$ cat src/rtl/aha_ahb_to_axi_bridge.sv
// rtl/aha_ahb_to_axi_bridge.sv - single-outstanding AHB-Lite 32-bit slave to AXI4 64-bit master bridge
module aha_ahb_to_axi_bridge #(
    parameter logic [3:0] AXI_ID = 4'h0
) (
    input  logic        ACLK,
    input  logic        ARESETn,
    // AHB-Lite slave
    input  logic        HSEL,
    input  logic [1:0]  HTRANS,
    input  logic        HWRITE,
    input  logic        HREADY,
    input  logic [31:0] HADDR,
    input  logic [2:0]  HSIZE,
    input  logic [2:0]  HBURST,
    input  logic [3:0]  HPROT,
    input  logic [31:0] HWDATA,
    output logic        HREADYOUT,
    output logic        HRESP,
    output logic [31:0] HRDATA,
    // AXI4 write address
    output logic [3:0]  M_AXI_AWID,
    output logic [31:0] M_AXI_AWADDR,
    output logic [7:0]  M_AXI_AWLEN,
    output logic [2:0]  M_AXI_AWSIZE,
    output logic [1:0]  M_AXI_AWBURST,
    output logic        M_AXI_AWLOCK,
    output logic [3:0]  M_AXI_AWCACHE,
    output logic [2:0]  M_AXI_AWPROT,
    output logic        M_AXI_AWVALID,
    input  logic        M_AXI_AWREADY,
    // AXI4 write data
    output logic [63:0] M_AXI_WDATA,
    output logic [7:0]  M_AXI_WSTRB,
    output logic        M_AXI_WLAST,
    output logic        M_AXI_WVALID,
    input  logic        M_AXI_WREADY,
    // AXI4 write response
    input  logic [3:0]  M_AXI_BID,
    input  logic [1:0]  M_AXI_BRESP,
    input  logic        M_AXI_BVALID,
    output logic        M_AXI_BREADY,
    // AXI4 read address
    output logic [3:0]  M_AXI_ARID,
    output logic [31:0] M_AXI_ARADDR,
    output logic [7:0]  M_AXI_ARLEN,
    output logic [2:0]  M_AXI_ARSIZE,
    output logic [1:0]  M_AXI_ARBURST,
    output logic        M_AXI_ARLOCK,
    output logic [3:0]  M_AXI_ARCACHE,
    output logic [2:0]  M_AXI_ARPROT,
    output logic        M_AXI_ARVALID,
    input  logic        M_AXI_ARREADY,
    // AXI4 read data
    input  logic [3:0]  M_AXI_RID,
    input  logic [63:0] M_AXI_RDATA,
    input  logic [1:0]  M_AXI_RRESP,
    input  logic        M_AXI_RLAST,
    input  logic        M_AXI_RVALID,
    output logic        M_AXI_RREADY
);

    typedef enum logic [2:0] {
        ST_IDLE,
        ST_WR_REQ,
        ST_WR_RESP,
        ST_RD_REQ,
        ST_RD_DATA,
        ST_ERR1,
        ST_ERR2
    } state_t;

    state_t      state_q, state_d;
    logic [31:0] addr_q, addr_d;
    logic [2:0]  size_q, size_d;
    logic [3:0]  hprot_q, hprot_d;
    logic        aw_done_q, aw_done_d;
    logic        w_done_q, w_done_d;
    logic [31:0] hrdata_q, hrdata_d;

    logic        accept;
    logic [3:0]  axcache;
    logic [2:0]  axprot;
    logic [7:0]  wstrb;

    // Only bit 1 of HTRANS matters (NONSEQ/SEQ); burst type, IDs and LAST are not needed.
    logic unused_inputs;
    assign unused_inputs = ^{HTRANS[0], HBURST, M_AXI_BID, M_AXI_BRESP[0],
                             M_AXI_RID, M_AXI_RRESP[0], M_AXI_RLAST};

    assign accept = HSEL & HTRANS[1] & HREADY;

    // State and captured address-phase registers
    always_ff @(posedge ACLK or negedge ARESETn) begin
        if (!ARESETn) begin
            state_q   <= ST_IDLE;
            addr_q    <= 32'h0;
            size_q    <= 3'h0;
            hprot_q   <= 4'h0;
            aw_done_q <= 1'b0;
            w_done_q  <= 1'b0;
            hrdata_q  <= 32'h0;
        end else begin
            state_q   <= state_d;
            addr_q    <= addr_d;
            size_q    <= size_d;
            hprot_q   <= hprot_d;
            aw_done_q <= aw_done_d;
            w_done_q  <= w_done_d;
            hrdata_q  <= hrdata_d;
        end
    end

    // Next-state logic: one AXI transaction per accepted AHB transfer
    always_comb begin
        state_d   = state_q;
        addr_d    = addr_q;
        size_d    = size_q;
        hprot_d   = hprot_q;
        aw_done_d = aw_done_q;
        w_done_d  = w_done_q;
        hrdata_d  = hrdata_q;
        case (state_q)
            ST_IDLE: begin
                if (accept) begin
                    addr_d  = HADDR;
                    size_d  = HSIZE;
                    hprot_d = HPROT;
                    state_d = HWRITE ? ST_WR_REQ : ST_RD_REQ;
                end
            end
            ST_WR_REQ: begin
                aw_done_d = aw_done_q | M_AXI_AWREADY;
                w_done_d  = w_done_q | M_AXI_WREADY;
                // Both channels done (possibly in the same cycle): clear flags for the next write.
                if (aw_done_d && w_done_d) begin
                    aw_done_d = 1'b0;
                    w_done_d  = 1'b0;
                    state_d   = ST_WR_RESP;
                end
            end
            ST_WR_RESP: begin
                if (M_AXI_BVALID) begin
                    state_d = M_AXI_BRESP[1] ? ST_ERR1 : ST_IDLE;
                end
            end
            ST_RD_REQ: begin
                if (M_AXI_ARREADY) begin
                    state_d = ST_RD_DATA;
                end
            end
            ST_RD_DATA: begin
                if (M_AXI_RVALID) begin
                    hrdata_d = addr_q[2] ? M_AXI_RDATA[63:32] : M_AXI_RDATA[31:0];
                    state_d  = M_AXI_RRESP[1] ? ST_ERR1 : ST_IDLE;
                end
            end
            ST_ERR1: state_d = ST_ERR2;
            ST_ERR2: state_d = ST_IDLE;
            default: state_d = ST_IDLE;
        endcase
    end

    // Byte-lane strobe on the 64-bit bus from captured size and low address bits
    always_comb begin
        wstrb = 8'h0F << {addr_q[2], 2'b00};
        case (size_q)
            3'd0:    wstrb = 8'h01 << addr_q[2:0];
            3'd1:    wstrb = 8'h03 << {addr_q[2:1], 1'b0};
            default: wstrb = 8'h0F << {addr_q[2], 2'b00};
        endcase
    end

    assign axcache = {2'b00, hprot_q[3], hprot_q[2]};
    assign axprot  = {~hprot_q[0], 1'b0, hprot_q[1]};

    assign HREADYOUT = (state_q == ST_IDLE) || (state_q == ST_ERR2);
    assign HRESP     = (state_q == ST_ERR1) || (state_q == ST_ERR2);
    assign HRDATA    = hrdata_q;

    assign M_AXI_AWID    = AXI_ID;
    assign M_AXI_AWADDR  = addr_q;
    assign M_AXI_AWLEN   = 8'd0;
    assign M_AXI_AWSIZE  = size_q;
    assign M_AXI_AWBURST = 2'b01;
    assign M_AXI_AWLOCK  = 1'b0;
    assign M_AXI_AWCACHE = axcache;
    assign M_AXI_AWPROT  = axprot;
    assign M_AXI_AWVALID = (state_q == ST_WR_REQ) && !aw_done_q;

    // HWDATA stays stable through the data phase because HREADYOUT is held low.
    assign M_AXI_WDATA  = {HWDATA, HWDATA};
    assign M_AXI_WSTRB  = wstrb;
    assign M_AXI_WLAST  = 1'b1;
    assign M_AXI_WVALID = (state_q == ST_WR_REQ) && !w_done_q;

    assign M_AXI_BREADY = (state_q == ST_WR_RESP);

    assign M_AXI_ARID    = AXI_ID;
    assign M_AXI_ARADDR  = addr_q;
    assign M_AXI_ARLEN   = 8'd0;
    assign M_AXI_ARSIZE  = size_q;
    assign M_AXI_ARBURST = 2'b01;
    assign M_AXI_ARLOCK  = 1'b0;
    assign M_AXI_ARCACHE = axcache;
    assign M_AXI_ARPROT  = axprot;
    assign M_AXI_ARVALID = (state_q == ST_RD_REQ);

    assign M_AXI_RREADY = (state_q == ST_RD_DATA);

endmodule

$ cat config.mk
export PLATFORM = sky130hd
export DESIGN_NAME = aha_ahb_to_axi_bridge
export DESIGN_NICKNAME = d
export VERILOG_FILES = /design/src/rtl/aha_ahb_to_axi_bridge.sv
export SDC_FILE = /design/constraint.sdc
export NUM_CORES = 1
export LEC_CHECK = 0
export CAP_MARGIN = 20
export CORE_AREA = 2 2 152 154
export CTS_BUF_LIST = sky130_fd_sc_hd__clkbuf_4 sky130_fd_sc_hd__clkbuf_8
export DETAILED_ROUTE_END_ITERATION = 12
export DIE_AREA = 0 0 154 156
export PLACE_DENSITY_LB_ADDON = 0.05
export RECOVER_POWER = 100
export SYNTH_ARGS = -nofsm -noshare
export SYNTH_HDL_FRONTEND = slang
export SYNTH_SLANG_ARGS = --single-unit
$ cat constraint.sdc
create_clock -name ACLK -period 2.62 [get_ports ACLK]
set_clock_uncertainty 0.2 [all_clocks]
set_input_delay 0.524 -clock ACLK [delete_from_list [all_inputs] [get_ports ACLK]]
set_output_delay 0.524 -clock ACLK [all_outputs]
set_load 0.05 [all_outputs]
==> results <==
sequential cells by signal, summed over array words and instances (netlist names):
signal	cells
HRDATA	32
M_AXI_ARADDR	32
hprot_q	4
M_AXI_ARSIZE	3
state_q	3
aw_done_q	1
w_done_q	1
Yosys cell counts:
cell type and instances:
nand2b_1 3, buf_6 3, o21bai_1 1, mux2i_1 34, buf_2 3, a32o_1 1
conb_1 2, dfrtp_1 76, buf_4 144, mux2_2 29, nor2b_1 6, o21ai_0 5
nor3b_1 2, and3_1 1, buf_1 6, mux2_4 10, clkbuf_1 6, inv_1 4
o21a_1 2, nand2_1 2, nand4b_4 1, a21boi_0 3, or3_4 1, and2_1 5
xor2_1 1, o22ai_1 1, a21oi_1 39, nor2_1 40, a22o_1 1
report_power, final:
| group | leakage (nW) | internal (mW) | switching [mW] |
|---|---|---|---|
| combinational | 1.76 | 2.03 | 4.71 |
| clock | 0.111 | 0.582 | 0.459 |
| sequential | 0.901 | 1.76 | 0.456 |
| total | 2.77 | 4.37 | 5.63 |
worst register-to-register path: cells and delay by family, from the launching register on:
kind / cells / cell delay (ns)
mux: 1 / 0.45
flops: 1 / 0.50
simple gates: 2 / 0.68
buf+inv: 1 / 0.41
final cells by class:
type,instances,area (sq um),share of cell area (%)
well taps,285,357,5.55
clock inverters,4,72.6,1.13
clock buffers,11,151,2.35
flip-flops and latches,76,1900,29.6
repair buffers,246,2410,37.5
multi-input cells,225,1520,23.6
inverters,4,15.0,0.234
path summary, 6_finish.rpt:
path / slack, ns / startpoint / end
worst max-delay path: 0.13 / M_AXI_ARADDR[0] / M_AXI_AWADDR[0]
worst min-delay path: 0.31 / M_AXI_ARADDR[25] / M_AXI_ARADDR[25]
worst max register to register: 0.26 / state_q[2] / M_AXI_ARADDR[21]
worst min register to register: 0.31 / M_AXI_ARADDR[25] / M_AXI_ARADDR[25]
max in group asynchronous: 0.67 / ARESETn / M_AXI_ARADDR[18]
min in group asynchronous: 0.72 / ARESETn / M_AXI_ARADDR[4]
per-layer routing:
metal  track usage, %  vias to the layer above  part of all wire [%]
met3             4.42                       21                    10
li1                 -                     1507                     -
met4             3.74                        0                   1.7
met1             11.1                     1454                    38
met2             17.1                      179                    50
met5                0                        -                     0
metrics by stage:
step	hold slack, ns	instance area [sq um]	utilization, %	setup WS [ns]	std cells
2_1_floorplan	0.0284	4660	-	0.0141	467
3_3_place_gp	0.297	6300	28.2	0.218	835
3_5_place_dp	0.312	6300	28.2	0.203	835
4_1_cts	0.332	6540	29.2	0.0905	851
5_1_grt	0.342	6430	28.7	0.0472	851
6_report	0.314	6430	28.7	0.128	851
logic make-up (layout without fill, tap and decap cells):
family	after synthesis	after routing
other	2	37
XOR/XNOR	1	1
flip-flops	76	76
AO/OA/AOI/OAI	53	53
AND/OR/NAND/NOR	61	61
multiplexers	73	73
buffers and inverters	166	265
repair_timing:
item	4_1_cts	5_1_grt
endpoints found under the hold margin	39	0
setup buffers	0	0
resized for setup	0	2
endpoints found under the setup margin	0	2
hold buffers	1	0
==> insert_results.sql <==
INSERT INTO impl_metrics (metric_group, metric, value, unit) VALUES
('timing', 'slew_headroom', '23.3', '%'),
('floorplan', 'floorplan.initialDensity', '20.2', '%'),
('clocking', 'h-tree-depth', '3', ''),
('floorplan', 'chipHeight', '156', 'microns'),
('worst_setup_path', 'crit_path_buf_inv_count', '1', ''),
('timing', 'setup_viol_count_final', '0', ''),
('synthesis', 'synth-seq-area-share', '42.1', '%'),
('detailed_routing', 'drtPass1Iterations', '4', ''),
('worst_setup_path', 'timing.critical_path.required', '1.90', 'ns'),
('synthesis', 'largest_family_of_logic_cells_by_synthesized_area', 'buffers and inverters', ''),
('worst_setup_path', 'rr_worst_depth', '4', ''),
('grt', 'grt_antenna_before_repair', '0', ''),
('worst_setup_path', 'timing.critical_path.slowest_stage_cell', 'dlygate4sd3_1', ''),
('clocking', 'cts.root.buffer_cell', 'clkbuf_8', ''),
('detailed_routing', 'num_vias', '3161', ''),
('floorplan', 'die_area', '24000', 'sq um'),
('synthesis', 'synth_compound_area_share', '6.43', '%'),
('worst_setup_path', 'crit_cells', '1', ''),
('synthesis', 'ys_types', '29', ''),
('power', 'power.total', '10.0', 'mW'),
('grt', 'global_route.overflow_total', '0', ''),
('synthesis', 'area_fraction_in_and_or_nand_and_nor_cells_after_synthesis', '6.68', '%'),
('worst_setup_path', 'type_of_the_worst_setup_path', 'reg2out', ''),
('grt', 'grt_max_degree', '56', ''),
('clocking', 'cts_num_sinks', '76', ''),
('cells_and_area', 'mostFrequentLayoutCell', 'clkdlybuf4s50_1', ''),
('cells_and_area', 'highest_count_cells_in_the_layout_ignoring_fill_and_taps', 'clkdlybuf4s50_1, dlygate4sd3_1, dfrtp_1, nor2_1, a21oi_1', ''),
('cells_and_area', 'insertedDiodeCount', '0', ''),
('timing', 'tightest_slew', '1.15', 'ns'),
('synthesis', 'synth_xor_area_share', '0.194', '%'),
('clocking', 'clock_insertion_delay_worst_skew', '0.36', 'ns'),
('synthesis', 'synthDominantAreaCellType', 'dfrtp_1', ''),
('power', 'vdd.ir_drop.worst', '0.000484', 'V'),
('min_path', 'min_path_type', 'reg2reg', ''),
('detailed_routing', 'drtAntennaViolNets', '0', ''),
('timing', 'max_clock_freq', '401', 'MHz'),
('detailed_routing', 'routed_wl', '12.2', 'mm'),
('synthesis', 'gate_count_post_synth', '432', ''),
('floorplan', 'core.rowCount', '55', ''),
('place', 'numPortBuffers', '240', ''),
('clocking', 'clock_path_buffers', '2', ''),
('detailed_routing', 'vias_per_cell', '3.71', ''),
('worst_setup_path', 'worst_setup_path_end_kind', 'output port', ''),
('worst_setup_path', 'worstSetupStartpointType', 'flip-flop', ''),
('worst_setup_path', 'timing.critical_path.slowest_cell_delay', '0.92', 'ns'),
('grt', 'vias_in_the_first_global_route', '3222', ''),
('clocking', 'clkTransAtPathRegs', '0.09', 'ns'),
('floorplan', 'floorplan.io_pins', '389', ''),
('cells_and_area', 'nets', '725', ''),
('run_status', 'run_status', 'completed', ''),
('synthesis', 'synth.avg_cell_area', '10.5', 'sq um'),
('timing', 'fin_crit', '2.49', 'ns'),
('synthesis', 'yosys_warning_total', '0', ''),
('timing', 'final_min_period_over_clock_period', '95.1', '%'),
('synthesis', 'yosys-mux-area-fraction', '18.1', '%'),
('worst_setup_path', 'critPathTopFamily', 'buffers and inverters', ''),
('place', 'place.gp.congestion', '0.691', ''),
('job', 'maxCapViolCount', '0', ''),
('cells_and_area', 'flow.area_growth_from_synthesis', '42.3', '%'),
('power', 'cellLeakagePower', '2.78', 'nW'),
('synthesis', 'synth.area.top_cells', 'dfrtp_1, buf_4, mux2i_1, mux2_2, a21oi_1', ''),
('detailed_routing', 'drt_iter0_drc', '65', ''),
('timing', 'setup_repair_after_global_routing_missed_its_margin', 'no', ''),
('worst_setup_path', 'crit_fanout', '6', ''),
('synthesis', 'netlist.area_leader.share', '42.1', '%'),
('grt', 'grt_util_all_layers', '10.1', '%'),
('place', 'detailed_place_hpwl', '9.27', 'mm'),
('synthesis', 'synth_register_bits', '76', ''),
('synthesis', 'yosys.area_share.adder', '0', '%'),
('floorplan', 'die_w', '154', 'microns'),
('min_path', 'holdPathStages', '1', '');
No activity file was read; power rests on OpenSTA's default activity.
==> patch: new RTL, same settings <==
Encoding of `state_t`: now Gray code (3 bits for 7 states).
--- a/src/rtl/aha_ahb_to_axi_bridge.sv
+++ b/src/rtl/aha_ahb_to_axi_bridge.sv
@@ -62,9 +62,9 @@
     typedef enum logic [2:0] {
-        ST_IDLE,
-        ST_WR_REQ,
-        ST_WR_RESP,
-        ST_RD_REQ,
-        ST_RD_DATA,
-        ST_ERR1,
-        ST_ERR2
+        ST_IDLE    = 3'b000,
+        ST_WR_REQ  = 3'b001,
+        ST_WR_RESP = 3'b011,
+        ST_RD_REQ  = 3'b010,
+        ST_RD_DATA = 3'b110,
+        ST_ERR1    = 3'b111,
+        ST_ERR2    = 3'b101
     } state_t;
Formal check against the unedited RTL: no difference found for any inputs over 4 cycles, from zero or initial values and one cycle with ARESETn low; so few cycles prove little.
==> patch against the original RTL <==
  * The run now ends with DRC left
  * Via count increased by 3.7%
  * Sequential cell count is the same
  * Worst setup slack better by 25 ps
  * Wire length is 3.5% higher
  * Core utilization down 0.12 points
  * Final area decreased by 0.43%
  * Total power shrank 3.6%
  * Synthesized cell count grew 1.9%
  * Area after synthesis up 0.61%
==> patch: results (changes against the original RTL) <==
- Status: finished, violations left
- Failing checks: DRC
- H-tree depth: 3 (unchanged)
- Leakage power total: 2.88 nW (+3.6%)
- Post-route worst hold slack: 277 ps (-37.6 ps)
- Worst Tran Pin Value: 1060 ps (-94.1 ps)
- Data arrival time of the critical path: 1740 ps (-30 ps)
- Sequential area share after synthesis: 0.419 (-0.00255)
- Max VDD drop: 0.486 mV (+0.46%)
- Worst reg2reg path startpoint: state_q[1]$_DFFE_PN0P_
- Reg2Reg Capture Point: M_AXI_ARADDR[2]$_DFFE_PN0P_
- Number of cells on the worst hold path: 2 (+1)
- Half-perimeter wire length after detailed placement: 9.91 mm (+6.9%)
- Top post-synthesis cells by count: 143 x sky130_fd_sc_hd__buf_4, 76 x sky130_fd_sc_hd__dfrtp_1, 37 x sky130_fd_sc_hd__nand2_1, 33 x sky130_fd_sc_hd__mux2i_1, 33 x sky130_fd_sc_hd__o21ai_0
- Distinct cell type count after synthesis: 36 (+24%)
- Drt pass-1 iters: 8 (+4)
- Max stage delay on crit path: 940 ps (+20 ps)
- R2R Setup Slk: 340 ps (+80 ps)
- Hold endpoint: HRDATA[8]$_DFFE_PN0P_
- Number of DRC markers in iteration 0: 80 (+23%)
- Cell internal pwr: 4.10 mW (-6.1%)
- Fraction of power consumed by combinational cells: 0.675 (about the same)
- Via count of the first global-routing pass: 3265 (+1.3%)
- Total track usage: 0.103 (+0.00230)
- Source of the worst hold timing path: HRDATA[8]$_DFFE_PN0P_
- Fraction of layout instances using a drive strength above 1: 0.130 (+0.00277)
- Post-layout nets: 735 (+1.4%)
- Final Wtd Congestion: 0.734 (+6.1%)
- Critical Path Start: M_AXI_ARSIZE[0]$_DFFE_PN0P_
- Detailed-route DRC error count: 1 (+1)
- DP Worst Slack: 351 ps (+148 ps)
- Sequential Power Share: 0.229 (+0.007)
- Slack of the critical path: 153 ps (+24.9 ps)
## patch: cell types whose count changed in the layout (fill, tap and decap cells not counted), sizes merged, moves of 4 or more
cell	delta
clkinv	+4
nand2	+36
nor2	-25
a21oi	-31
o21ai	+31
## patch: layout make-up
class	instances	area (µm²)
sequential	76	1900
fill	2383	16000
multi-input combinational	232	1540
clock buffer	9	124
inverter	6	22.5
clock inverter	7	75.1
timing repair buffer	247	2380
tap	285	357
## patch: kinds of logic after synthesis
| kind of cell | after synthesis | synth area share |
|---|---|---|
| AO/OA/AOI/OAI | 55 | 0.0666 |
| AND/OR/NAND/NOR | 68 | 0.0724 |
| buffers and inverters | 167 | 0.263 |
| other | 2 | 0.00165 |
| multiplexers | 72 | 0.178 |
| flip-flops | 76 | 0.419 |
## patch: timing repair
| item | CTS | global route |
|---|---|---|
| setup endpoints to repair | 0 | 0 |
| hold buffers | 1 | 0 |
| endpoints found under the hold margin | 30 | 0 |
| setup buffers | 0 | 0 |
## patch: tightest hold or removal path, delay by kind of cell, from the launching register on
| family | cells | cell delay, ps |
|---|---|---|
| AOI/OAI and AO/OA | 1 | 50 |
| DFF | 1 | 350 |
| and+or+nand+nor | 1 | 40 |
## patch: per-stage QoR
step	power, mW	area [µm²]	util	instances
final	9.64	6400	0.286	862
after global routing	10.2	6400	0.286	862
after CTS	10.3	6530	0.292	862
after detailed placement	9.31	6320	0.283	845
after global placement	9.30	6320	0.283	845
after floorplan	7.60	4680	-	475
## patch: metal layers
layer / track usage / routed length (µm)
met2: 0.174 / 6260
met3: 0.0356 / 1030
met5: 0 / 0
met1: 0.118 / 4980
met4: 0.0445 / 335
